===== src/rtl/laser310_ps2_keyboard.sv =====
// PS/2 set-2 keyboard receiver and LASER310 8x6 key matrix; KEY_DATA is the active-low column read.
// Define KEYBOARD_EXT_KEYS_EN to add cursor/ESC/backspace keys that map onto CTRL+key combinations.
`timescale 1ns/1ps
module laser310_ps2_keyboard #(
    parameter int FILTER_LEN     = 8,
    parameter int TIMEOUT_CYCLES = 10000
) (
    input  logic       CLK10MHZ,
    input  logic       RESET,
    input  logic       PS2_CLK,
    input  logic       PS2_DATA,
    input  logic [7:0] KEY_ADDR,
    output logic [5:0] KEY_DATA,
    output logic       RX_VALID,
    output logic [7:0] RX_CODE,
    output logic       FRAME_ERR
);

    localparam int FLT_W = $clog2(FILTER_LEN + 1);
    localparam int TMO_W = $clog2(TIMEOUT_CYCLES + 1);

    localparam int IDX_CTRL  = 1 * 6 + 2;
    localparam int IDX_SHIFT = 2 * 6 + 2;
    localparam int IDX_M     = 4 * 6 + 5;
    localparam int IDX_SPC   = 4 * 6 + 4;
    localparam int IDX_COMMA = 4 * 6 + 3;
    localparam int IDX_DOT   = 4 * 6 + 1;
    localparam int IDX_MINUS = 5 * 6 + 2;

    typedef enum logic [1:0] {
        ST_IDLE,
        ST_DATA,
        ST_PARITY,
        ST_STOP
    } rx_state_t;

    // {valid, row*6+col} for a matrix position
    function automatic logic [6:0] at(input int r, input int c);
        at = {1'b1, 6'(r * 6 + c)};
    endfunction

    logic [1:0]       clk_sync_q, dat_sync_q;
    logic [FLT_W-1:0] flt_cnt_q, flt_cnt_d;
    logic             flt_clk_q, flt_clk_d;
    logic             strobe;
    logic             bit_in;

    rx_state_t        state_q, state_d;
    logic [2:0]       bit_cnt_q, bit_cnt_d;
    logic [7:0]       shift_q, shift_d;
    logic             par_ok_q, par_ok_d;
    logic [TMO_W-1:0] tmo_q, tmo_d;
    logic [7:0]       rx_code_q, rx_code_d;
    logic             rx_valid_q, rx_valid_d;
    logic             frame_err_q, frame_err_d;

    logic             brk_q, brk_d;
    logic             ext_q, ext_d;
    logic [47:0]      pressed_q, pressed_d;
    logic             lshift_q, lshift_d;
    logic             rshift_q, rshift_d;
    logic [6:0]       key_map;
    logic             lsh_hit, rsh_hit;
`ifdef KEYBOARD_EXT_KEYS_EN
    logic [5:0]       ex_q, ex_d;
    logic [5:0]       ex_hit;
`endif
    logic [47:0]      view;
    logic [5:0]       col_acc;

    // Filtered clock flips only after FILTER_LEN consecutive disagreeing samples
    always_comb begin
        flt_cnt_d = flt_cnt_q;
        flt_clk_d = flt_clk_q;
        if (clk_sync_q[1] == flt_clk_q) begin
            flt_cnt_d = '0;
        end else if (flt_cnt_q == FLT_W'(FILTER_LEN - 1)) begin
            flt_clk_d = clk_sync_q[1];
            flt_cnt_d = '0;
        end else begin
            flt_cnt_d = flt_cnt_q + FLT_W'(1);
        end
    end

    assign strobe = flt_clk_q & ~flt_clk_d;
    assign bit_in = dat_sync_q[1];

    always_comb begin
        state_d     = state_q;
        bit_cnt_d   = bit_cnt_q;
        shift_d     = shift_q;
        par_ok_d    = par_ok_q;
        tmo_d       = '0;
        rx_code_d   = rx_code_q;
        rx_valid_d  = 1'b0;
        frame_err_d = 1'b0;
        if (state_q != ST_IDLE) begin
            tmo_d = strobe ? '0 : tmo_q + TMO_W'(1);
        end
        case (state_q)
            ST_IDLE: begin
                if (strobe) begin
                    if (!bit_in) begin
                        state_d   = ST_DATA;
                        bit_cnt_d = '0;
                    end else begin
                        frame_err_d = 1'b1;
                    end
                end
            end
            ST_DATA: begin
                if (strobe) begin
                    shift_d   = {bit_in, shift_q[7:1]};
                    bit_cnt_d = bit_cnt_q + 3'd1;
                    if (bit_cnt_q == 3'd7) state_d = ST_PARITY;
                end
            end
            ST_PARITY: begin
                if (strobe) begin
                    par_ok_d = ^{shift_q, bit_in};
                    state_d  = ST_STOP;
                end
            end
            ST_STOP: begin
                if (strobe) begin
                    state_d = ST_IDLE;
                    if (bit_in && par_ok_q) begin
                        rx_code_d  = shift_q;
                        rx_valid_d = 1'b1;
                    end else begin
                        frame_err_d = 1'b1;
                    end
                end
            end
            default: state_d = ST_IDLE;
        endcase
        // Keyboard went silent mid-frame: drop the partial byte
        if (state_q != ST_IDLE && !strobe && tmo_q == TMO_W'(TIMEOUT_CYCLES - 1)) begin
            state_d     = ST_IDLE;
            frame_err_d = 1'b1;
            tmo_d       = '0;
        end
    end

    always_comb begin
        key_map = '0;
        lsh_hit = 1'b0;
        rsh_hit = 1'b0;
`ifdef KEYBOARD_EXT_KEYS_EN
        ex_hit  = '0;
`endif
        if (!ext_q) begin
            case (rx_code_q)
                8'h2D: key_map = at(0, 5);
                8'h15: key_map = at(0, 4);
                8'h24: key_map = at(0, 3);
                8'h1D: key_map = at(0, 1);
                8'h2C: key_map = at(0, 0);
                8'h2B: key_map = at(1, 5);
                8'h1C: key_map = at(1, 4);
                8'h23: key_map = at(1, 3);
                8'h14: key_map = at(1, 2);
                8'h1B: key_map = at(1, 1);
                8'h34: key_map = at(1, 0);
                8'h2A: key_map = at(2, 5);
                8'h1A: key_map = at(2, 4);
                8'h21: key_map = at(2, 3);
                8'h22: key_map = at(2, 1);
                8'h32: key_map = at(2, 0);
                8'h25: key_map = at(3, 5);
                8'h16: key_map = at(3, 4);
                8'h26: key_map = at(3, 3);
                8'h1E: key_map = at(3, 1);
                8'h2E: key_map = at(3, 0);
                8'h3A: key_map = at(4, 5);
                8'h29: key_map = at(4, 4);
                8'h41: key_map = at(4, 3);
                8'h49: key_map = at(4, 1);
                8'h31: key_map = at(4, 0);
                8'h3D: key_map = at(5, 5);
                8'h45: key_map = at(5, 4);
                8'h3E: key_map = at(5, 3);
                8'h4E: key_map = at(5, 2);
                8'h46: key_map = at(5, 1);
                8'h36: key_map = at(5, 0);
                8'h3C: key_map = at(6, 5);
                8'h4D: key_map = at(6, 4);
                8'h43: key_map = at(6, 3);
                8'h5A: key_map = at(6, 2);
                8'h44: key_map = at(6, 1);
                8'h35: key_map = at(6, 0);
                8'h3B: key_map = at(7, 5);
                8'h4C: key_map = at(7, 4);
                8'h42: key_map = at(7, 3);
                8'h52: key_map = at(7, 2);
                8'h4B: key_map = at(7, 1);
                8'h33: key_map = at(7, 0);
                8'h12: lsh_hit = 1'b1;
                8'h59: rsh_hit = 1'b1;
`ifdef KEYBOARD_EXT_KEYS_EN
                8'h76: ex_hit[4] = 1'b1;
                8'h66: ex_hit[5] = 1'b1;
`endif
                default: ;
            endcase
        end else begin
            case (rx_code_q)
                8'h14: key_map = at(1, 2);
`ifdef KEYBOARD_EXT_KEYS_EN
                8'h6B: ex_hit[0] = 1'b1;
                8'h74: ex_hit[1] = 1'b1;
                8'h75: ex_hit[2] = 1'b1;
                8'h72: ex_hit[3] = 1'b1;
`endif
                default: ;
            endcase
        end
    end

    // Prefix bytes only set flags; any other byte consumes and clears them
    always_comb begin
        brk_d     = brk_q;
        ext_d     = ext_q;
        pressed_d = pressed_q;
        lshift_d  = lshift_q;
        rshift_d  = rshift_q;
`ifdef KEYBOARD_EXT_KEYS_EN
        ex_d      = ex_q;
`endif
        if (rx_valid_q) begin
            if (rx_code_q == 8'hF0) begin
                brk_d = 1'b1;
            end else if (rx_code_q == 8'hE0) begin
                ext_d = 1'b1;
            end else begin
                if (key_map[6]) pressed_d[key_map[5:0]] = ~brk_q;
                if (lsh_hit) lshift_d = ~brk_q;
                if (rsh_hit) rshift_d = ~brk_q;
`ifdef KEYBOARD_EXT_KEYS_EN
                ex_d = brk_q ? (ex_q & ~ex_hit) : (ex_q | ex_hit);
`endif
                brk_d = 1'b0;
                ext_d = 1'b0;
            end
        end
    end

    always_comb begin
        view            = pressed_q;
        view[IDX_SHIFT] = lshift_q | rshift_q;
`ifdef KEYBOARD_EXT_KEYS_EN
        if (|ex_q)               view[IDX_CTRL]  = 1'b1;
        if (ex_q[0] | ex_q[5])   view[IDX_M]     = 1'b1;
        if (ex_q[1])             view[IDX_COMMA] = 1'b1;
        if (ex_q[2])             view[IDX_DOT]   = 1'b1;
        if (ex_q[3])             view[IDX_SPC]   = 1'b1;
        if (ex_q[4])             view[IDX_MINUS] = 1'b1;
`endif
        col_acc = '0;
        for (int r = 0; r < 8; r++) begin
            if (!KEY_ADDR[r]) col_acc = col_acc | view[r*6 +: 6];
        end
    end

    assign KEY_DATA  = ~col_acc;
    assign RX_VALID  = rx_valid_q;
    assign RX_CODE   = rx_code_q;
    assign FRAME_ERR = frame_err_q;

    always_ff @(negedge CLK10MHZ) begin
        if (RESET) begin
            clk_sync_q  <= 2'b11;
            dat_sync_q  <= 2'b11;
            flt_cnt_q   <= '0;
            flt_clk_q   <= 1'b1;
            state_q     <= ST_IDLE;
            bit_cnt_q   <= '0;
            shift_q     <= '0;
            par_ok_q    <= 1'b0;
            tmo_q       <= '0;
            rx_code_q   <= '0;
            rx_valid_q  <= 1'b0;
            frame_err_q <= 1'b0;
            brk_q       <= 1'b0;
            ext_q       <= 1'b0;
            pressed_q   <= '0;
            lshift_q    <= 1'b0;
            rshift_q    <= 1'b0;
`ifdef KEYBOARD_EXT_KEYS_EN
            ex_q        <= '0;
`endif
        end else begin
            clk_sync_q  <= {clk_sync_q[0], PS2_CLK};
            dat_sync_q  <= {dat_sync_q[0], PS2_DATA};
            flt_cnt_q   <= flt_cnt_d;
            flt_clk_q   <= flt_clk_d;
            state_q     <= state_d;
            bit_cnt_q   <= bit_cnt_d;
            shift_q     <= shift_d;
            par_ok_q    <= par_ok_d;
            tmo_q       <= tmo_d;
            rx_code_q   <= rx_code_d;
            rx_valid_q  <= rx_valid_d;
            frame_err_q <= frame_err_d;
            brk_q       <= brk_d;
            ext_q       <= ext_d;
            pressed_q   <= pressed_d;
            lshift_q    <= lshift_d;
            rshift_q    <= rshift_d;
`ifdef KEYBOARD_EXT_KEYS_EN
            ex_q        <= ex_d;
`endif
        end
    end

endmodule


===== config.mk =====
export PLATFORM = sky130hd
export DESIGN_NAME = laser310_ps2_keyboard
export DESIGN_NICKNAME = d
export VERILOG_FILES = /design/src/rtl/laser310_ps2_keyboard.sv
export SDC_FILE = /design/constraint.sdc
export NUM_CORES = 1
export LEC_CHECK = 0
export BUFFER_PORTS_ARGS = -buffer_cell sky130_fd_sc_hd__buf_2
export CAP_MARGIN = 5
export CELL_PAD_IN_SITES_DETAIL_PLACEMENT = 1
export CELL_PAD_IN_SITES_GLOBAL_PLACEMENT = 2
export CORE_ASPECT_RATIO = 0.8
export CORE_MARGIN = 2
export CORE_UTILIZATION = 41
export CTS_BUF_LIST = sky130_fd_sc_hd__clkbuf_8 sky130_fd_sc_hd__clkbuf_16
export DETAILED_ROUTE_END_ITERATION = 6
export PLACE_DENSITY = 0.91
export SLEW_MARGIN = 20
export SYNTH_ARGS = -nofsm -noshare
export SYNTH_HDL_FRONTEND = slang
export SYNTH_SLANG_ARGS = --single-unit

===== constraint.sdc =====
create_clock -name CLK10MHZ -period 4.7 [get_ports CLK10MHZ]
set_clock_uncertainty 0.15 [all_clocks]
set_input_delay 0.235 -clock CLK10MHZ [delete_from_list [all_inputs] [get_ports CLK10MHZ]]
set_output_delay 0.235 -clock CLK10MHZ [all_outputs]
set_load 0.05 [all_outputs]

==> summary.md, run 1 <==
Setup path
- slowest cell delay on critical path: 0.30 ns
- type of destination of the critical path: primary output
- slowest CP cell: dfxtp_1
- maximum fanout count along the critical path: 2
- Cell Chain, Critical Path: a22o_1 > a221oi_1 > o211a_1 > buf_2
- data required time of the critical path: 4.32 ns
- buffers plus inverters on the worst setup path: 1
- data arrival time of the worst path: 3.89 ns
- kind of cell adding the most delay to the critical path: compound AO/OA/AOI/OAI gates
- critical path class: flop to primary output
- launching element type of the critical path: flop

Outcome
- status: completed

Clock tree
- # hold bufs at CTS: 0
- cell at the root of the clock tree: clkbuf_16
- CTS max path bufs: 2
- clock sink count: 98
- TritonCTS clock tree: built
- number of gates given a new drive strength after cts: 0
- setup bufs post-CTS: 0
- deepest level of the CTS H-tree: 3
- insertion delay of the later-clocked pin in the worst-skew pair: 0.42 ns
- clock input transition at the sequential cells of the worst setup and hold paths: 0.04 ns
- Inserted Clock Buffers: 9

Logic synthesis
- post-synth top area share: 35.73%
- number of synthesized flops with an enable pin: 0
- Async SR Flop Fraction: 0%
- flip-flop cell with the highest count after synthesis: dfxtp_1
- cell accounting for the most synthesized area: dfxtp_1
- part of the Yosys area used for sequential elements: 35.73%
- number of distinct library cell variants in the gate-level netlist after synthesis: 75
- count of yosys warnings during synthesis: 0
- largest cells by area after synthesis: dfxtp_1 36%, nor2_1 5.3%, mux2i_1 4.9%
- Post-Synthesis Net Count: 657
- #FFs+latches synth: 98
- cell area after synthesis: 0.005490 mm²
- synthesized area per cell: 8.619 µm²
- number of cells produced by synthesis: 637

Routing
- Total Routed Length: 15930 µm
- router iterations before antenna repair: 6
- detailed-route vias per instance: 5.665
- antenna-violating nets left: 0
- First DRT Iteration DRCs: 397
- DRC: 0
- routed length per instance: 17.31 µm
- vias: 5212

Placement
- placed cell area: 0.005717 mm²
- routability cong.: 0.8133
- placed wire-length estimate after detailed placement: 10430 µm
- Port Buffer Count: 27

Global route
- total routing resource utilization after global routing: 23.20%
- largest net degree at the start of global routing: 52
- antenna violations before repair: 0
- remaining global-route overflow: 0
- via count of the first global-routing pass: 5611
- first-pass GRT wire length: 26650 µm

Pwr
- leakage component of the power: 2.469 nW
- total power density per cell area: 322.4 mW/mm²
- overall power of the completed layout: 2.059 mW
- Worst IR Drop VDD: 0.0001988 V

Floorplanning
- count of boundary I/O pins: 28
- full die area: 0.01434 mm²
- Die Span Y: 107.5 µm
- DIE WIDTH: 133.4 µm
- Floorplan Core Area: 0.01296 mm²
- row count: 37
- Initial Util: 42.36%

STA
- Setup TNS: 0 ns
- setup repair after global routing missed its margin: no
- worst slew margin relative to its limit: 42.24%
- Max Slew Vio Count: 0
- minimum hold slack: 0.2549 ns
- final hold viol count: 0
- setup violators final: 0
- slew of the pin with the lowest slew margin: 0.8632 ns

Cells and area
- sequential standard cell area: 0.001962 mm²
- number of antenna cells inserted: 0
- final design instance area without fill: 0.006385 mm²
- area of the multi-input gates: 0.003266 mm²
- number of nets at the end of the flow: 761
- area growth from synthesis to layout: 16.29%
- fraction of layout cells with a size suffix above 1: 11.01%
- fillcell total: 1599

Worst hold path
- worst min path class: flop to flop

Flow run
- number of maximum-capacitance constraint violations: 0

state kept, by name, indices dropped and copies added, names as in the netlist, 3 cells and up:
| name | count |
|---|---|
| shift_q | 8 |
| RX_CODE | 8 |
| flt_cnt_q | 4 |
| tmo_q | 14 |
| pressed_q | 47 |
| bit_cnt_q | 3 |
final cells by class:
type,count,area share [%]
Clock inverter,104,6.996
Tap cell,175,3.429
Clock buffer,9,3.527
Multi-Input combinational cell,481,51.15
Inverter,17,0.9994
Timing Repair Buffer,36,3.175
Sequential cell,98,30.73
report_power, final:
part / switching [mW] / internal, mW
registers: 0.00597 / 0.845
logic: 0.0719 / 0.0291
clock network: 0.577 / 0.530
total: 0.655 / 1.40
cells by family (layout without fill, tap and decap cells):
| group | Yosys count | after routing | synth area share [%] |
|---|---|---|---|
| AOI/OAI and AO/OA | 130 | 130 | 18.25 |
| xor gates and xnor gates | 26 | 26 | 4.148 |
| adders and majority gates | 8 | 8 | 1.823 |
| buffers and inverters | 58 | 166 | 4.786 |
| DFF | 98 | 98 | 35.73 |
| muxes | 27 | 27 | 4.923 |
| and+or+nand+nor | 290 | 290 | 30.33 |
cell usage after synthesis (3+ instances only):
cell      instances
dfxtp_1          98
nor2_1           78
nor3_1           38
nand2_1          30
a21oi_1          29
mux2i_1          27
nand2b_1         26
nand3_1          24
a22oi_1          20
clkbuf_1         20
inv_1            18
xnor2_1          18
buf_2            12
o21ai_0          11
nand3b_1         10
or3_1            10
a211oi_1          9
o21ba_1           9
ha_1              8
nor2b_1           8
xor2_1            8
o21ai_1           7
or2_2             7
and3_1            6
and4_1            6
buf_4             6
nand4_1           6
o21ba_2           5
a311o_1           4
nand4b_1          4
nor3b_1           4
nor4b_1           3
o31ai_1           3
o32ai_1           3
or3b_1            3
cells in the final DEF (no fill, tap or decap), types with 3 or more instances in the layout:
cell,Yosys,routed
and3_1,6,6
inv_1,18,116
buf_4,6,9
a21oi_1,29,29
nand2_1,30,30
nor4b_1,3,3
o21ai_0,11,11
or3_1,10,10
buf_2,12,27
nand2b_1,26,26
clkbuf_16,0,9
o21ai_1,7,7
a22oi_1,20,20
nor3_1,38,38
o32ai_1,3,3
or2_2,7,7
or3b_1,3,3
xnor2_1,18,18
nand3b_1,10,10
o21ba_1,9,9
o21ba_2,5,5
nor3b_1,4,4
nor2b_1,8,8
ha_1,8,8
a311o_1,4,4
nand4b_1,4,4
xor2_1,8,8
a211oi_1,9,9
nor2_1,78,78
nand3_1,24,24
mux2i_1,27,27
and4_1,6,6
nand4_1,6,6
dfxtp_1,98,98
o31ai_1,3,3
worst paths after layout:
check | startpoint | end | slack (ns) | cells after the start
setup reg to reg | RX_CODE[5] | pressed_q[45] | 1.30 | 7
hold reg to reg | clk_sync_q[0] | clk_sync_q[1] | 0.25 | 1
hold / removal | clk_sync_q[0] | clk_sync_q[1] | 0.25 | 1
setup / recovery | pressed_q[38] | KEY_DATA[2] | 0.42 | 4
through the flow:
| stage | std cells | setup WS [ns] | utilization (%) |
|---|---|---|---|
| final | 920 | 0.4225 | 49.26 |
| after global routing | 920 | 0.2651 | 49.26 |
| after CTS | 920 | 0.3760 | 49.26 |
| after detailed placement | 808 | 0.7048 | 44.10 |
| after global placement | 808 | 0.7958 | 44.10 |
| after floorplan | 637 | 0.7300 | - |
routing by layer:
layer / vias to the layer above / wire, µm / track usage, % / share of wire (%)
met2: 110 / 7934 / 37.48 / 50
met1: 2559 / 7050 / 27.99 / 44
met4: 0 / 195 / 10.64 / 1.2
met5: - / 0 / 0 / 0
li1: 2520 / - / - / -
met3: 23 / 748 / 7.957 / 4.7
Power figures use the tool's default switching activity.
==> run 2: changes to the inputs <==
--- a/config.mk
+++ b/config.mk
@@ -9,7 +9,7 @@
 export CAP_MARGIN = 5
 export CELL_PAD_IN_SITES_DETAIL_PLACEMENT = 1
 export CELL_PAD_IN_SITES_GLOBAL_PLACEMENT = 2
-export CORE_ASPECT_RATIO = 0.8
+export CORE_ASPECT_RATIO = 1.2
 export CORE_MARGIN = 2
 export CORE_UTILIZATION = 41
 export CTS_BUF_LIST = sky130_fd_sc_hd__clkbuf_8 sky130_fd_sc_hd__clkbuf_16
==> summary.md, run 2 (synthesis gave the netlist of run 1 again) <==
Pwr
- Worst IR Drop VDD: 0.0001888 V
- leakage component of the power: 2.464 nW
- sequential share of power: 42.0%
- total power density per cell area: 318.3 mW/mm²
- net load switching power: 0.6721 mW
- internal power: 1.354 mW
- switching power share of the total: 33.17%
- Clock power frac: 53.1%
- proportion of power drawn by combinational gates: 4.9%

Clock tree
- CTS max path bufs: 2
- clock input transition at the sequential cells of the worst setup and hold paths: 0.04 ns
- deepest level of the CTS H-tree: 3
- setup bufs post-CTS: 0
- insertion delay of the later-clocked pin in the worst-skew pair: 0.42 ns
- TritonCTS clock tree: built
- Inserted Clock Buffers: 9
- number of gates given a new drive strength after cts: 0
- clock sink count: 98
- cell at the root of the clock tree: clkbuf_16
- # hold bufs at CTS: 0

Cells and area
- area growth from synthesis to layout: 15.98%
- fraction of layout cells with a size suffix above 1: 11.26%
- Reg with most FFs: pressed_q
- most common cell after layout, fill and taps aside: inv_1
- fillcell total: 1628
- commonest non-fill, non-tap cells in the layout: 115 x inv_1, 98 x dfxtp_1, 78 x nor2_1, 38 x nor3_1, 30 x nand2_1
- registers with the most flip-flops: pressed_q (47), tmo_q (14)
- max FFs per register: 47
- number of antenna cells inserted: 0
- number of nets at the end of the flow: 762
- Final Util: 48.52%

Routing
- vias: 5240
- antenna-violating nets left: 0
- routed length per instance: 17.38 µm
- Total Routed Length: 15880 µm
- DRC: 0
- detailed-route vias per instance: 5.733
- router iterations before antenna repair: 4
- First DRT Iteration DRCs: 245

Setup path
- kind of cell adding the most delay to the critical path: flip-flops
- slowest cell delay on critical path: 0.75 ns
- buffers plus inverters on the worst setup path: 1
- type of destination of the critical path: primary output
- maximum fanout count along the critical path: 21
- slowest CP cell: dfxtp_1
- Cell Chain, Critical Path: buf_2
- launching element type of the critical path: flop
- data arrival time of the worst path: 3.91 ns
- critical path class: flop to primary output
- data required time of the critical path: 4.32 ns

Outcome
- status: completed

STA
- worst slew margin relative to its limit: 42.15%
- Max Slew Vio Count: 0
- setup repair after global routing missed its margin: no
- Setup TNS: 0 ns
- slew of the pin with the lowest slew margin: 0.8646 ns
- worst setup margin: 0.4081 ns
- final hold viol count: 0
- setup violators final: 0

Placement
- Setup Slack @ Placement: 0.6133 ns
- placed wire-length estimate after detailed placement: 10420 µm
- Port Buffer Count: 27
- routability cong.: 0.8380

Floorplanning
- Die Span Y: 130.8 µm
- Initial Util: 41.84%
- row count: 46
- full die area: 0.01434 mm²
- Floorplan Core Area: 0.01312 mm²
- count of boundary I/O pins: 28
- DIE WIDTH: 109.6 µm

Worst hold path
- worst min path class: flop to flop

Global route
- largest net degree at the start of global routing: 41
- remaining global-route overflow: 0
- antenna violations before repair: 0
- total routing resource utilization after global routing: 23.25%
- via count of the first global-routing pass: 5580
- first-pass GRT wire length: 26540 µm

Flow run
- number of maximum-capacitance constraint violations: 0

-- run 2: cell types whose count changed in the layout (fill, tap and decap cells not counted) --
| cell | change |
|---|---|
| inv_6 | +1 |
| bufinv_16 | -1 |
| inv_1 | -1 |
| clkinv_4 | +1 |
| buf_4 | +1 |
-- run 2: power by group through the flow --
stage | Sequential [mW] | Combinational (mW) | Clock (mW)
6_report | 0.851 | 0.0986 | 1.08
5_1_grt | 0.850 | 0.110 | 1.21
4_1_cts | 0.851 | 0.0987 | 1.12
3_5_place_dp | 0.863 | 0.0985 | 0.128
3_3_place_gp | 0.862 | 0.0930 | 0.128
2_1_floorplan | 0.861 | 0.0716 | 0.128
-- run 2: worst paths after layout --
path / startpoint / to / slack, ns / cells past startpoint
worst min register to register: clk_sync_q[0] / clk_sync_q[1] / 0.26 / 1
worst min-delay path: clk_sync_q[0] / clk_sync_q[1] / 0.26 / 1
worst max register to register: RX_CODE[5] / pressed_q[39] / 1.32 / 6
worst max-delay path: RX_CODE[5] / RX_CODE[5] / 0.41 / 1
-- run 2: area by class of cell --
type / instances / area, µm² / share of cell area (%)
sequential: 98 / 1962 / 30.81
tap: 168 / 210.2 / 3.301
multi-input combinational: 481 / 3266 / 51.29
inverter: 17 / 63.81 / 1.002
timing repair buffer: 37 / 210.2 / 3.301
clock inverter: 104 / 430.4 / 6.760
clock buffer: 9 / 225.2 / 3.537
-- run 2: metal layers --
metal / routed length [µm] / vias to the layer above / global-route usage, %
met5: 0 / - / 0
met4: 411 / 0 / 12.36
met3: 555 / 36 / 6.448
met2: 7887 / 103 / 37.44
met1: 7027 / 2586 / 28.15
li1: - / 2515 / -
-- run 2: per-stage QoR --
step | hold WS, ns | power, mW | cell area [µm²] | cells
3_5_place_dp | 0.2452 | 1.089 | 5715 | 802
2_1_floorplan | 0.2395 | 1.060 | 5490 | 637
6_report | 0.2592 | 2.026 | 6367 | 914
3_3_place_gp | 0.2430 | 1.082 | 5715 | 802
5_1_grt | 0.2603 | 2.166 | 6367 | 914
4_1_cts | 0.2587 | 2.069 | 6367 | 914
